--- config.mk ---
export PLATFORM = sky130hd
export DESIGN_NAME = apb_master
export DESIGN_NICKNAME = d
export VERILOG_FILES = /design/src/rtl/apb_pkg.sv /design/src/rtl/apb_wait_timer.sv /design/src/rtl/apb_master.sv
export SDC_FILE = /design/constraint.sdc
export NUM_CORES = 1
export LEC_CHECK = 0
export ABC_AREA = 1
export CAP_MARGIN = 30
export CORE_UTILIZATION = 43
export DETAILED_ROUTE_END_ITERATION = 8
export PLACE_DENSITY = 0.93
export SKIP_CTS_REPAIR_TIMING = 1
export SLEW_MARGIN = 20
export SYNTH_ARGS = -nofsm -noshare
export SYNTH_HDL_FRONTEND = slang
export SYNTH_SLANG_ARGS = --single-unit
--- constraint.sdc ---
create_clock -name clk -period 2.6 [get_ports clk]
set_input_delay 0.78 -clock clk [delete_from_list [all_inputs] [get_ports clk]]
set_output_delay 0.78 -clock clk [all_outputs]
set_load 0.01 [all_outputs]
--- src/rtl/apb_pkg.sv ---
// Shared defaults and FSM state type for the APB master slice.
package apb_pkg;

  localparam int DEFAULT_AWIDTH = 8;
  localparam int DEFAULT_DWIDTH = 32;

  typedef enum logic [1:0] {
    IDLE   = 2'b00,
    SETUP  = 2'b01,
    ACCESS = 2'b10
  } apb_state_e;

endpackage

--- src/rtl/apb_wait_timer.sv ---
// Counts ACCESS cycles spent waiting for p_ready and flags when the limit is hit.
// A TIMEOUT of 0 disables the limit: the counter never moves and expired stays low.
module apb_wait_timer #(
  parameter int TIMEOUT = 16
) (
  input  logic clk,
  input  logic rst,
  input  logic clear,
  input  logic inc,
  output logic expired
);

  localparam int CW = (TIMEOUT > 0) ? $clog2(TIMEOUT + 1) : 1;
  localparam logic [CW-1:0] LIMIT = CW'(TIMEOUT);

  logic [CW-1:0] count;

  // Saturating wait counter: cleared on entry to ACCESS, bumped on each stalled cycle.
  always_ff @(posedge clk) begin
    if (rst) begin
      count <= '0;
    end else if (clear) begin
      count <= '0;
    end else if (inc && (count != LIMIT)) begin
      count <= count + 1'b1;
    end
  end

  assign expired = (TIMEOUT > 0) && (count == LIMIT);

endmodule

--- src/rtl/apb_master.sv ---
// Single-outstanding APB master: takes a command, runs SETUP/ACCESS,
// returns a one-cycle response pulse, and aborts stalled transfers.
module apb_master
  import apb_pkg::*;
#(
  parameter int AWIDTH  = DEFAULT_AWIDTH,
  parameter int DWIDTH  = DEFAULT_DWIDTH,
  parameter int TIMEOUT = 16
) (
  input  logic              clk,
  input  logic              rst,
  input  logic              cmd_valid,
  output logic              cmd_ready,
  input  logic              cmd_write,
  input  logic [AWIDTH-1:0] cmd_addr,
  input  logic [DWIDTH-1:0] cmd_wdata,
  output logic              rsp_valid,
  output logic [DWIDTH-1:0] rsp_rdata,
  output logic              rsp_err,
  output logic              busy,
  output logic              p_sel,
  output logic              p_en,
  output logic              p_write,
  output logic [AWIDTH-1:0] addr,
  output logic [DWIDTH-1:0] wdata,
  input  logic [DWIDTH-1:0] rdata,
  input  logic              p_ready
);

  apb_state_e state, state_next;
  logic timer_clear, timer_inc, timer_expired;
  logic access_done, access_abort;

  // Success beats timeout when p_ready shows up on the expiring cycle.
  assign access_done  = (state == ACCESS) && p_ready;
  assign access_abort = (state == ACCESS) && !p_ready && timer_expired;

  // State register.
  always_ff @(posedge clk) begin
    if (rst) begin
      state <= IDLE;
    end else begin
      state <= state_next;
    end
  end

  // Next-state logic: SETUP always lasts one cycle, ACCESS waits for ready or timeout.
  always_comb begin
    state_next = state;
    case (state)
      IDLE:    if (cmd_valid) state_next = SETUP;
      SETUP:   state_next = ACCESS;
      ACCESS:  if (access_done || access_abort) state_next = IDLE;
      default: state_next = IDLE;
    endcase
  end

  // State-decoded outputs and wait-timer controls.
  always_comb begin
    cmd_ready   = (state == IDLE) && !rst;
    busy        = (state != IDLE);
    p_sel       = (state == SETUP) || (state == ACCESS);
    p_en        = (state == ACCESS);
    timer_clear = (state == SETUP);
    timer_inc   = (state == ACCESS) && !p_ready;
  end

  // Capture the command on acceptance; the APB fields then hold until the next one.
  always_ff @(posedge clk) begin
    if (rst) begin
      p_write <= 1'b0;
      addr    <= '0;
      wdata   <= '0;
    end else if ((state == IDLE) && cmd_valid) begin
      p_write <= cmd_write;
      addr    <= cmd_addr;
      wdata   <= cmd_wdata;
    end
  end

  // Response pulse; data and error flag persist until the next response.
  always_ff @(posedge clk) begin
    if (rst) begin
      rsp_valid <= 1'b0;
      rsp_rdata <= '0;
      rsp_err   <= 1'b0;
    end else begin
      rsp_valid <= 1'b0;
      if (access_done) begin
        rsp_valid <= 1'b1;
        rsp_err   <= 1'b0;
        rsp_rdata <= p_write ? '0 : rdata;
      end else if (access_abort) begin
        rsp_valid <= 1'b1;
        rsp_err   <= 1'b1;
        rsp_rdata <= '0;
      end
    end
  end

  apb_wait_timer #(
    .TIMEOUT (TIMEOUT)
  ) u_wait_timer (
    .clk     (clk),
    .rst     (rst),
    .clear   (timer_clear),
    .inc     (timer_inc),
    .expired (timer_expired)
  );

endmodule

# Word level (Yosys, flattened, before mapping)
# Index checks and enable logic that the tools add are counted.
[op_classes] n_mul=0 eq_ne=6 n_shift=0 div=0 magnitude_cmp=0 n_addsub=1 n_bitwise=0 mux=8 reduce_logical=16
[ops] op="32-bit 2-to-1 mux" count=3
[ops] op="1-bit logical AND" count=6
[ops] op="2-bit case mux with 3 select lines" count=1
[ops] op="5-bit by 1-bit adder with 5-bit output, second input constant" count=1
[ops] op="5-bit == test, second input constant" count=1
[ops] op="5-bit != test, second input constant" count=1
[ops] op="2-bit 2-to-1 mux" count=2
[ops] op="2-bit nonzero test" count=2
[ops] op="2-bit OR reduction" count=2
[ops] op="2-bit by 1-bit == test with 1-bit output, second input constant" count=1
[ops] op="2-bit == test, second input constant" count=1
[ops] op="1-bit zero test" count=2
[ops] op="2-bit zero test" count=1
[ops] op="1-bit logical OR" count=2
[ops] op="1-bit 2-to-1 mux" count=2
[ops] op="2-bit by 1-bit != test with 1-bit output, second input constant" count=1
[ops] op="2-bit != test, second input constant" count=1
[ops] op="2-bit AND reduction" count=1
[word_totals] mem_count=0 ramBits=0 mem_bits_ro=0 reg_bits=82 latchBits=0 inputBits=77

# Depth between registers and ports, before layout
[depth] depth_word=6 mapped_depth=9 ltp_nobuf=9

# Modules after synthesis
# From an unflattened synthesis, not the netlist that was laid out.
[hier_totals] cells_unflattened=396 area_unflattened_um2=3036.7
[by_module_without_submodules] module="apb_master" cells_each=354 n_inst=1 area_each_um2=2761.4
[by_module_without_submodules] module="apb_wait_timer" cells_each=42 n_inst=1 area_each_um2=275.3

# Worst setup path before layout
# Ideal clock, no wire load.
[synth_timing] path_kind="input to output" start="in rst" end="out cmd_ready" stages=3 arrival_time_ns=1.270 path_buffers=2 setup_slack_ns=0.550 cell_sequence="buf_6 > clkbuf_1 > nor2_1"
[synth_via] elab_chain_len=2
[synth_lines] element="start: declaration" line_no="apb_master.sv:11" source="input logic rst,"
[synth_lines] element="1-bit zero test" line_no="apb_master.sv:60" source="cmd_ready = (state == IDLE) && !rst;"
[synth_lines] element="1-bit logical AND" line_no="apb_master.sv:60"
[synth_lines] element="end: declaration" line_no="apb_master.sv:13" source="output logic cmd_ready,"
# Every way passes these cells.

# Final worst setup path
[layout_timing] start="reg state[0]" end="out busy"
[layout_via] elab_chain_len=1
[layout_lines] element="start: declaration" line_no="apb_master.sv:30" source="apb_state_e state, state_next;"
[layout_lines] element="start signal: assignment" line_no="apb_master.sv:43" source="state <= state_next;"
[layout_lines] element="2-bit nonzero test" line_no="apb_master.sv:61" source="busy = (state != IDLE);"
[layout_lines] element="end: declaration" line_no="apb_master.sv:20" source="output logic busy,"
# Every way passes these cells.

==> results.txt <==
----------------------------------------------------
[Run status]
  Run status ... complete, no violations

[Setup path]
  Crit path capture type ... output pin
  Critical path fanouts, max ... 3
  Data arrival time at the worst-slack endpoint ... 1670 ps
  Worst reg-to-reg path cell count ... 7
  Slowest-stage cell, CP ... sky130_fd_sc_hd__clkdlybuf4s50_1
  Family of cells with the greatest summed delay on the critical path ... buffers and inverters
  CP Data Required Time ... 1820 ps
  Delay of the slowest critical-path stage ... 540 ps
  Critical R2R Launch ... state[0]
  Category of the most critical setup path ... reg2out
  Logic depth of the worst setup path including buffers ... 4
  Crit start category ... register
  Cell occurring most often along the worst timing path ... sky130_fd_sc_hd__inv_1
  CP bufs+invs ... 3
  Setup slack of the worst register-to-register path ... 640 ps
  Worst R2R End ... rsp_rdata[17]
  CP Cell Sequence ... inv_1, ha_1, inv_1, clkdlybuf4s50_1

[Global routing]
  GRT Resource Usage Total ... 23.2%
  Wire length of the first global-routing pass ... 13700 µm
  Global-route congestion overflow total ... 0
  Number of antenna violations at the first check in global routing ... 0
  Maximum number of pins on one net before global-route repair ... 44
  Via count of the first global-routing pass ... roughly 3000

[Placed design]
  GP Congestion ... a little over 0.7
  Cell Count Post-Placement ... approximately 630
  Port Buffer Count ... 155
  Estimated wirelength of the detail-placed design ... 6230 µm

[Power and ir drop]
  Cell area power density ... between 700 and 800 nW/µm²
  Max VDD drop ... ~0.46 mV
  P_leak ... around 1.9 nW
  Sequential cell fraction of total power ... between 40 and 50%
  Internal ... 2.53 mW
  Sw Ratio ... around 31%
  Net switching power of the design ... 1.15 mW
  Relative contribution of the clock network to total power ... 25.1%
  Fraction of power consumed by combinational cells ... ~33%

[Synth]
  Syn_nets ... approximately 480
  Synthesized instance count ... 396
  Share of the synthesized area in the top cell type ... 53.0%
  Number of enable-type register cells in the synthesized netlist ... 0
  Async S/R FF share, synth ... 0%
  Count of yosys warnings during synthesis ... 0
  Cell taking the most area after synthesis ... sky130_fd_sc_hd__dfxtp_1
  Part of the Yosys area used for sequential elements ... 53.0%
  Top FF cell, synth ... sky130_fd_sc_hd__dfxtp_1
  Average footprint of a synthesized cell ... approximately 7.8 µm²
  Synth unique cells ... 20
  Synth top area cells ... sky130_fd_sc_hd__dfxtp_1 (53%), sky130_fd_sc_hd__nor2_1 (12%), sky130_fd_sc_hd__o21ai_0 (6.9%), sky130_fd_sc_hd__nand3_1 (6.0%), sky130_fd_sc_hd__nand2_1 (5.8%)
  Post-synthesis instance area ... 3100 µm²
  Post-synthesis sequential element count ... approximately 80

[STA]
  Count of final hold-check violations ... 0
  Final sum of negative setup slack ... 0 ps
  Number of setup violations in the final report ... 0
  Highest Clock Rate ... 409 MHz
  Maximum clock skew at final layout ... 10.9 ps
  Worst slew margin relative to its limit ... ~55%
  Setup repair after global routing missed its margin ... false
  Actual slew at the worst max-slew pin ... ~670 ps
  Post-layout min period ... 2450 ps
  Final clock period utilization by the worst path ... 94.0%
  Number of max-slew violations in the final report ... 0

[Die]
  Total Die Area ... 7550 µm²
  Die extent in y ... slightly below 90 µm
  I/O pin cnt ... 156
  Initial standard-cell utilization of the core ... 45.1%
  Chip width ... 86.9 µm
  Std cell rows ... 30
  Placeable core region ... between 6000 and 7000 µm²

[Clock tree]
  Deepest level of the CTS H-tree ... 3
  CTS buffer count ... 9
  CTS tree ... yes
  Root buf cell ... sky130_fd_sc_hd__clkbuf_8
  Number of buffers on the longest clock path ... 2
  Clock latency on the worst-skew pair ... 340 ps
  Number of clock sinks seen by CTS ... 82
  Clock slew seen by the registers of the worst setup and hold paths ... about 80 ps

[Drt]
  DRC violation count after routing ... 0
  Router iterations before antenna repair ... 4
  Routed wirelength normalized by instance count ... 13.3 µm
  Vias/cell ... 4.93
  Number of vias after detailed routing ... 3173
  Number of nets with antenna violations after routing ... 0
  Number of violations reported at the end of detailed-routing iteration 0 ... between 100 and 150
  Detailed-route wire length ... about 8600 µm

[Finish]
  Layout overhead on the synthesized area ... 57.5%
  Share of post-route cells with drive strength above 1 ... 5.47%
  Antenna fix cells ... 0
  Post-layout instance count excluding filler cells ... 644
  Number of nets in the layout ... ~630

[Hold path]
  Class of the worst hold path ... reg2reg
  Start point of the worst hold path ... rsp_err
  Hold-critical path depth ... 2
  WHS Endpoint ... rsp_err

[Run]
  Max-capacitance violation count ... 0

----------------------------------------------------
cells in the final DEF, fill, tap and decap left out:
| cell type | netlist | routed |
|---|---|---|
| sky130_fd_sc_hd__nor2_4 | 2 | 2 |
| sky130_fd_sc_hd__inv_6 | 0 | 1 |
| sky130_fd_sc_hd__ha_1 | 6 | 6 |
| sky130_fd_sc_hd__nor2_1 | 97 | 97 |
| sky130_fd_sc_hd__nand3_1 | 37 | 37 |
| sky130_fd_sc_hd__inv_2 | 1 | 1 |
| sky130_fd_sc_hd__bufinv_16 | 0 | 1 |
| sky130_fd_sc_hd__clkinv_2 | 0 | 2 |
| sky130_fd_sc_hd__a21oi_2 | 2 | 2 |
| sky130_fd_sc_hd__nand2_2 | 1 | 1 |
| sky130_fd_sc_hd__clkdlybuf4s50_1 | 0 | 154 |
| sky130_fd_sc_hd__inv_1 | 15 | 15 |
| sky130_fd_sc_hd__nand3_2 | 1 | 1 |
| sky130_fd_sc_hd__nand2_1 | 48 | 48 |
| sky130_fd_sc_hd__clkinvlp_4 | 0 | 1 |
| sky130_fd_sc_hd__or2_2 | 1 | 1 |
| sky130_fd_sc_hd__clkbuf_8 | 0 | 10 |
| sky130_fd_sc_hd__buf_4 | 3 | 6 |
| sky130_fd_sc_hd__o21ai_0 | 43 | 43 |
| sky130_fd_sc_hd__clkinv_4 | 0 | 1 |
| sky130_fd_sc_hd__dfxtp_1 | 82 | 82 |
| sky130_fd_sc_hd__a21oi_1 | 35 | 35 |
| sky130_fd_sc_hd__dlymetal6s2s_1 | 0 | 1 |
metal layers:
layer	share of wire (%)	track usage (%)	routed length, µm	up-vias
met5	0	0	0	-
met4	2.2	10.3	185	0
met3	9.5	7.30	815	21
met2	49	41.3	4240	149
met1	39	25.3	3350	1433
li1	-	-	-	1570
registers in the layout, indices dropped and copies added, names as in the netlist:
signal / count
addr: 8
p_write: 1
rsp_err: 1
rsp_rdata: 32
rsp_valid: 1
state: 2
u_wait_timer.count: 5
wdata: 32
how the worst max path moves through the flow:
stage | start | endpoint | slack (ps)
2_1_floorplan | rst | cmd_ready | 550
3_3_place_gp | rst | cmd_ready | -20
3_5_place_dp | rst | cmd_ready | -90
4_1_cts | rst | cmd_ready | -90
5_1_grt | state[0] | busy | 50
6_report | state[0] | busy | 150
kinds of logic after synthesis:
logic type / share of synthesized area (%)
compound gates: 13.2
fa+ha+maj: 2.42
buf+inv: 6.46
flops: 53.0
simple gates: 25.0
metrics by stage:
stage / power (mW) / worst slack, ps / instance area, µm² / util, % / hold WS, ps
2_1_floorplan: 2.15 / 550 / 3100 / - / 477
3_5_place_dp: 2.79 / -88.6 / 4680 / 68.1 / 459
5_1_grt: 3.91 / 53.2 / 4880 / 71.1 / 496
4_1_cts: 3.71 / -90.1 / 4880 / 71.0 / 472
3_3_place_gp: 2.74 / -22.4 / 4680 / 68.1 / 447
6_report: 3.68 / 155 / 4880 / 71.1 / 476
power by group through the flow:
stage / registers, mW / clock network, mW / logic, mW
floorplan: 1.66 / 0 / 0.495
global placement: 1.57 / 0 / 1.17
detailed placement: 1.58 / 0 / 1.21
CTS: 1.56 / 0.940 / 1.21
global route: 1.57 / 1.00 / 1.33
finish: 1.56 / 0.923 / 1.20
worst min-delay path: stages (launching register included):
cell                      delay [ps]
sky130_fd_sc_hd__dfxtp_1         320
sky130_fd_sc_hd__inv_1            70
sky130_fd_sc_hd__a21oi_2          50
cells in the mapped netlist (3+ instances only):
cell type,n
sky130_fd_sc_hd__buf_6,4
sky130_fd_sc_hd__buf_2,3
sky130_fd_sc_hd__a21oi_1,35
sky130_fd_sc_hd__nor2_1,97
sky130_fd_sc_hd__clkbuf_1,12
sky130_fd_sc_hd__nand2_1,48
sky130_fd_sc_hd__ha_1,6
sky130_fd_sc_hd__dfxtp_1,82
sky130_fd_sc_hd__buf_4,3
sky130_fd_sc_hd__o21ai_0,43
sky130_fd_sc_hd__inv_1,15
sky130_fd_sc_hd__nand3_1,37
cell type report:
cell class / count / area, µm²
clock buffer: 10 / 138
clock inverter: 6 / 65.1
fill: 517 / 1990
inverter: 16 / 60.1
multi-input combinational: 273 / 1260
sequential: 82 / 1640
tap: 96 / 120
timing repair buffer: 161 / 1600
(Power assumes the default switching activity.)
